$ cat config.mk
export PLATFORM = sky130hd
export DESIGN_NAME = ramio_arbiter
export DESIGN_NICKNAME = d
export VERILOG_FILES = /design/src/rtl/ramio_pkg.sv /design/src/rtl/ramio_arbiter.sv
export SDC_FILE = /design/constraint.sdc
export NUM_CORES = 1
export LEC_CHECK = 0
export ABC_AREA = 1
export ABC_CLOCK_PERIOD_IN_PS = 2200
export BUFFER_PORTS_ARGS = -buffer_cell sky130_fd_sc_hd__buf_2
export CORE_AREA = 3 3 123 125
export DETAILED_ROUTE_END_ITERATION = 6
export DIE_AREA = 0 0 126 128
export PLACE_DENSITY_LB_ADDON = 0.12
export SETUP_SLACK_MARGIN = 0.3
export SLEW_MARGIN = 20
export SYNTH_ARGS = -nofsm -noshare
export SYNTH_HDL_FRONTEND = slang
export SYNTH_SLANG_ARGS = --single-unit
$ cat constraint.sdc
create_clock -name clk -period 2.2 [get_ports clk]
set_clock_uncertainty 0.05 [all_clocks]
set_input_delay 0.33 -clock clk [delete_from_list [all_inputs] [get_ports clk]]
set_output_delay 0.33 -clock clk [all_outputs]
set_load 0.02 [all_outputs]
$ cat src/rtl/ramio_pkg.sv
// ramio_pkg: ramio transfer-type encodings and arbiter state type
package ramio_pkg;
  localparam logic [2:0] RD_NONE = 3'b000;
  localparam logic [2:0] RD_BU   = 3'b001;
  localparam logic [2:0] RD_HU   = 3'b010;
  localparam logic [2:0] RD_W    = 3'b011;
  localparam logic [2:0] RD_B    = 3'b101;
  localparam logic [2:0] RD_H    = 3'b110;
  localparam logic [2:0] RD_WS   = 3'b111;
  localparam logic [1:0] WR_NONE = 2'b00;
  localparam logic [1:0] WR_B    = 2'b01;
  localparam logic [1:0] WR_H    = 2'b10;
  localparam logic [1:0] WR_W    = 2'b11;
  typedef enum logic [1:0] {IDLE, OWN0, OWN1} arb_state_t;
endpackage

$ cat src/rtl/ramio_arbiter.sv
// ramio_arbiter: round-robin, enable-locked sharing of one ramio port between two masters
module ramio_arbiter
  import ramio_pkg::*;
#(
  parameter int TimeoutCycles = 1024
) (
  input  logic        clk,
  input  logic        rst_n,
  input  logic        m0_enable,
  input  logic [2:0]  m0_read_type,
  input  logic [1:0]  m0_write_type,
  input  logic [31:0] m0_address,
  input  logic [31:0] m0_data_in,
  output logic [31:0] m0_data_out,
  output logic        m0_data_out_ready,
  output logic        m0_busy,
  input  logic        m1_enable,
  input  logic [2:0]  m1_read_type,
  input  logic [1:0]  m1_write_type,
  input  logic [31:0] m1_address,
  input  logic [31:0] m1_data_in,
  output logic [31:0] m1_data_out,
  output logic        m1_data_out_ready,
  output logic        m1_busy,
  output logic        ramio_enable,
  output logic [2:0]  ramio_read_type,
  output logic [1:0]  ramio_write_type,
  output logic [31:0] ramio_address,
  output logic [31:0] ramio_data_in,
  input  logic [31:0] ramio_data_out,
  input  logic        ramio_data_out_ready,
  input  logic        ramio_busy,
  output logic [1:0]  grant,
  output logic        error
);
  localparam logic [31:0] Limit = 32'(TimeoutCycles);
  arb_state_t state, next_state;
  logic ptr;
  logic [31:0] cnt;
  // ptr=1 favours m1; the counter restarts on every fresh grant
  always_ff @(posedge clk or negedge rst_n) begin
    if (!rst_n) begin
      state <= IDLE;
      ptr   <= 1'b0;
      cnt   <= '0;
      error <= 1'b0;
    end else begin
      state <= next_state;
      if (next_state != IDLE && next_state != state) ptr <= next_state == OWN0;
      cnt <= (next_state == state && state != IDLE) ? (cnt < Limit ? cnt + 32'd1 : cnt) : '0;
      if (state != IDLE && cnt + 32'd1 >= Limit) error <= 1'b1;
    end
  end
  // on release the other master wins over everything
  always_comb begin
    next_state = IDLE;
    unique case (state)
      IDLE:    next_state = (m0_enable && m1_enable) ? (ptr ? OWN1 : OWN0) :
                            m0_enable ? OWN0 : m1_enable ? OWN1 : IDLE;
      OWN0:    next_state = m0_enable ? OWN0 : m1_enable ? OWN1 : IDLE;
      OWN1:    next_state = m1_enable ? OWN1 : m0_enable ? OWN0 : IDLE;
      default: next_state = IDLE;
    endcase
  end
  always_comb begin
    grant             = state == OWN0 ? 2'b01 : state == OWN1 ? 2'b10 : 2'b00;
    ramio_enable      = grant[0] ? m0_enable     : grant[1] ? m1_enable     : 1'b0;
    ramio_read_type   = grant[0] ? m0_read_type  : grant[1] ? m1_read_type  : RD_NONE;
    ramio_write_type  = grant[0] ? m0_write_type : grant[1] ? m1_write_type : WR_NONE;
    ramio_address     = grant[0] ? m0_address    : grant[1] ? m1_address    : '0;
    ramio_data_in     = grant[0] ? m0_data_in    : grant[1] ? m1_data_in    : '0;
    m0_data_out       = ramio_data_out;
    m1_data_out       = ramio_data_out;
    m0_data_out_ready = grant[0] & ramio_data_out_ready;
    m1_data_out_ready = grant[1] & ramio_data_out_ready;
    m0_busy           = grant[0] ? ramio_busy : 1'b1;
    m1_busy           = grant[1] ? ramio_busy : 1'b1;
  end
endmodule
=== Word level (Yosys, flattened, before mapping) ===
Cells that the tools add are included.

* Div/mod/pow operators: 0
* $lt $le $gt $ge: 2
* Muxes and demuxes: 23
* Bitwise operators: 2
* Shift-type cells: 0
* Multiply operators: 0
* Reductions and logical operators: 7
* Add/sub/neg operators: 1
* Eq/ne operators: 6

{| class="wikitable"
|+ Operator list
! cell !! number
|-
| 2-to-1 mux 32 bit || 6
|-
| adder 32 x 1 -> 32 bit, second input constant || 1
|-
| >= comparator 32 x 11 -> 1 bit, second input constant || 1
|-
| < comparator 32 x 11 -> 1 bit, second input constant || 1
|-
| 2-to-1 mux 2 bit || 9
|-
| 2-to-1 mux 3 bit || 2
|-
| one-hot mux 2 bit (3 select lines) || 1
|-
| 2-to-1 mux 1 bit || 5
|-
| == test 2 x 1 -> 1 bit, second input constant || 2
|-
| logical AND 1 bit || 4
|-
| nonzero test 2 bit || 2
|-
| bitwise AND 1 bit || 2
|-
| == test 2 bit || 1
|-
| == test 2 bit, second input constant || 1
|-
| zero test 2 bit || 1
|-
| inequality test 2 x 1 -> 1 bit, second input constant || 1
|-
| inequality test 2 bit || 1
|}

* Input port bits: 176
* Register bits after elaboration: 36
* Output and inout bits: 141
* Memory bits (writable): 0
* Memory bits (read-only): 0
* Latch bits: 0
* Memories kept: 0

=== Logic depth before layout (Yosys ltp) ===
* Depth after elaboration: 7
* Depth in mapped cells: 14

=== Least setup slack after synthesis ===
Ideal clock, no wire load.

* Path type: register -> output
* Start: reg state[1]
* End: out ramio_data_in[23]
* Data arrival time: 1.407 ns
* Slack: 0.413 ns
* Stages on the path, launching flop included: 4
* Required time: 1.820 ns
* Path through: dfrtp_1 > nor2_2 > clkbuf_1 > a22o_1

{| class="wikitable"
|+ RTL lines
! what !! line !! text
|-
| start: declaration || ramio_arbiter.sv:37 || <nowiki>arb_state_t state, next_state;</nowiki>
|-
| start signal: assignment || ramio_arbiter.sv:48 || <nowiki>state <= next_state;</nowiki>
|-
| == test 2 x 1 -> 1 bit || ramio_arbiter.sv:66 || <nowiki>grant = state == OWN0 ? 2'b01 : state == OWN1 ? 2'b10 : 2'b00;</nowiki>
|-
| 2-to-1 mux 2 bit || ramio_arbiter.sv:66 ||
|-
| net grant[0] || ramio_arbiter.sv:33 || <nowiki>output logic [1:0] grant,</nowiki>
|-
| 2-to-1 mux 32 bit || ramio_arbiter.sv:71 || <nowiki>ramio_data_in = grant[0] ? m0_data_in : grant[1] ? m1_data_in : '0;</nowiki>
|-
| end: declaration || ramio_arbiter.sv:29 || <nowiki>output logic [31:0] ramio_data_in,</nowiki>
|}

The timed path passes the listed nets, and every way through them passes these cells.

=== Worst setup path after layout ===
* Start: reg state[0]
* End: out ramio_address[9]

* Word-level cells in the longest chain between the ends: 5

{| class="wikitable"
|+ RTL lines
! what !! line !! text
|-
| == test 2 bit || ramio_arbiter.sv:66 ||
|-
| 2-to-1 mux 2 bit || ramio_arbiter.sv:66 ||
|-
| 2-to-1 mux 2 bit * || ramio_arbiter.sv:66 ||
|-
| 2-to-1 mux 32 bit || ramio_arbiter.sv:70 || <nowiki>ramio_address = grant[0] ? m0_address : grant[1] ? m1_address : '0;</nowiki>
|-
| 2-to-1 mux 32 bit * || ramio_arbiter.sv:70 ||
|-
| end: declaration || ramio_arbiter.sv:28 || <nowiki>output logic [31:0] ramio_address,</nowiki>
|}

Every way passes the cells marked *; elsewhere a longest branch is shown, timed or not.

==> flow_summary.toml <==
[outcome]
run_status = "completed"

[grt]
grt_pass1_wl_um = 24400
grt_max_degree = 41
antenna_found_initial = 3
grt_pass1_vias = 3959
grt.overflow.total = 0
grt_usage = 0.203

[yosys]
synthArstFlopShare = 1.00
synthFlopType = "dfrtp_1"
synth_area_per_cell_um2 = 6.91
ys_top_cells_by_area = "dfrtp_1 (26%), a22o_1 (17%), buf_4 (14%)"
syn_area_um2 = 3470
yosysTopAreaCell = "dfrtp_1"
syn_inst = 502
synth_cell_type_count = 26
syn_nets = 679
synth_common_cells = "nand2_1 (101), nor2_1 (77), a22o_1 (69), buf_4 (64), inv_1 (46)"
ys_ff_latch = 36
synth-seq-area-share = 0.260
synth_edf_count = 0
synth_top_area_frac = 0.260
synth.most_common_cell = "nand2_1"
ys.warnings.count = 0

[detailed_routing]
final_antenna_net_count = 0
wl_um = 18900
drc = 0
drt_iter0_markers = 190
first_pass_iters = 5
viasPerCell = 4.80
wl_per_cell_um = 21.8
vias = 4148

[setup_path]
cp-end-kind = "primary output"
reg2reg_from = "cnt[1]"
r2r_slack_ps = 350
crit_path_start_kind = "register"
crit_path_max_fanout = 5
cp-startpoint = "state[0]"
cp_common_cell = "buf_6"
crit_slowest_cell = "dfrtp_2"
crit_cells = 6
worstPathCellList = "inv_2 -> nor2_4 -> buf_6 -> clkbuf_16 -> a22o_4 -> buf_6"
required_ps = 1820
criticalPathCategory = "reg2out"
max_stage_delay_ps = 450
setup.worst_path.end = "ramio_address[9]"
crit_buf_inv = 4
critPathArrivalTime_ps = 1580
reg2reg_depth = 13
reg2reg_to = "error"
path_delay_family = "buffers and inverters"

[clock_network]
htreeDepth = 2
clk_latency_ps = 280
cts.path.max_buffers = 2
cts_buffers = 5
cts_tree = "built"
holdBufCountCts = 0
root_buffer = "clkbuf_16"
cts_sinks = 36
path_clk_slew_ps = 60

[floorplan]
die-area_um2 = 16100
coreArea_um2 = 14000
ioPinCount = 317
die_h_um = 128
rows = 43
start_util = 0.248
die_width_um = 126

[power_and_ir_drop]
switching_power_uw = 2420
seq_power_share = 0.135
p_comb_frac = 0.740
switching_share = 0.442
power.density_nw_per_um2 = 1020
pwr-share-clk = 0.125
leakagePower_uw = 0.00266
vdd_drop_max_v = 0.000567
cell_internal_pwr_uw = 3060

[timing]
max-slew-margin-rel = 0.440
grt_setup_unrepaired = "yes"
worst_hold_slack_ps = 106
worstMarginPinSlew_ps = 839
setup_viol = 0
timing.final.crit_period_ps = 1960
timing.final.crit_share = 0.892
max_freq_mhz = 510
tns_ps = 0
hold_viol_final = 0
drv_slew = 0

[cells_and_area]
drive_above_1_share = 0.465
syn2layout_area_growth_pct = 54.5
final_net_count = 858

[worst_hold_path]
hold_class = "in2async"

[placement]
io_buffers = 220
gp_congestion = 0.869
dp_hpwl_um = 14800

[job]
cap_viol_max_count = 0
worst min-delay path by stage:
stage / startpoint / end / cells past startpoint / slack (ps)
floorplan: rst_n / cnt[0] / 0 / -20
global placement: error / error / 2 / 410
detailed placement: error / error / 2 / 410
CTS: rst_n / cnt[7] / 1 / 140
global route: rst_n / cnt[7] / 1 / 170
finish: rst_n / cnt[7] / 1 / 110
state kept, by name, summed over array words and instances (netlist names):
| name | cells |
|---|---|
| error | 1 |
| state | 2 |
| cnt | 32 |
| ptr | 1 |
cells by family after synthesis:
logic type,after synthesis,synth area share
AOI/OAI and AO/OA,86,0.201
xor gates and xnor gates,10,0.0253
adders and majority gates,1,0.00361
buffers and inverters,130,0.212
DFF,36,0.260
and+or+nand+nor,239,0.298
power groups by stage:
| stage | Sequential, uW | Combinational [uW] | Clock, uW |
|---|---|---|---|
| after global placement | 751 | 2740 | 0 |
| after CTS | 737 | 3000 | 704 |
| final | 739 | 4060 | 684 |
| after floorplan | 735 | 1810 | 0 |
| after detailed placement | 750 | 2740 | 0 |
| after global routing | 742 | 4210 | 733 |
per-layer routing:
metal,track usage,up-vias,share of wire
met4,0.114,0,0.062
met5,0,-,0
met3,0.0575,63,0.087
met1,0.228,1889,0.36
li1,-,1960,-
met2,0.346,236,0.49
area by class of cell:
cell class                      instances  area [um2]
Fill cell                            1524        8630
Multi-Input combinational cell        336        1990
Timing Repair Buffer                  254        1920
Sequential cell                        36         905
Tap cell                              180         225
Inverter                               48         184
Clock buffer                            6         129
Antenna cell                            3        7.51
Clock inverter                          1        5.00
stage by stage:
step           area, um2  total power, uW  setup WS, ps  instances  utilization
3_3_place_gp        4350             3490           317        828        0.311
5_1_grt             5360             5680           200        864        0.383
6_report            5360             5480           238        864        0.383
2_1_floorplan       3470             2550           413        502            -
3_5_place_dp        4350             3490           311        828        0.311
4_1_cts             4640             4440           243        840        0.332
cells in the final DEF, fill, tap and decap left out, types with 2 or more instances in the layout:
master	n
a21oi_1	9
a22o_1	60
a22o_4	9
buf_12	5
buf_2	164
buf_4	22
buf_6	53
buf_8	2
clkbuf_16	12
dfrtp_1	33
dfrtp_2	3
diode_2	3
inv_1	42
inv_2	5
nand2_1	97
nand2_2	10
nand3_1	21
nand3_2	2
nand4_1	6
nor2_1	64
nor2_2	16
nor2_4	8
nor3_1	9
nor3b_1	4
o21ai_0	4
xnor2_1	3
xor2_1	7
what timing repair did:
action	4_1_cts	5_1_grt
pin swaps	2	20
buffers inserted	4	9
gates resized for setup	28	130
endpoints found under the setup margin	71	80
gates cloned	1	12
Power figures use the tool's default switching activity.
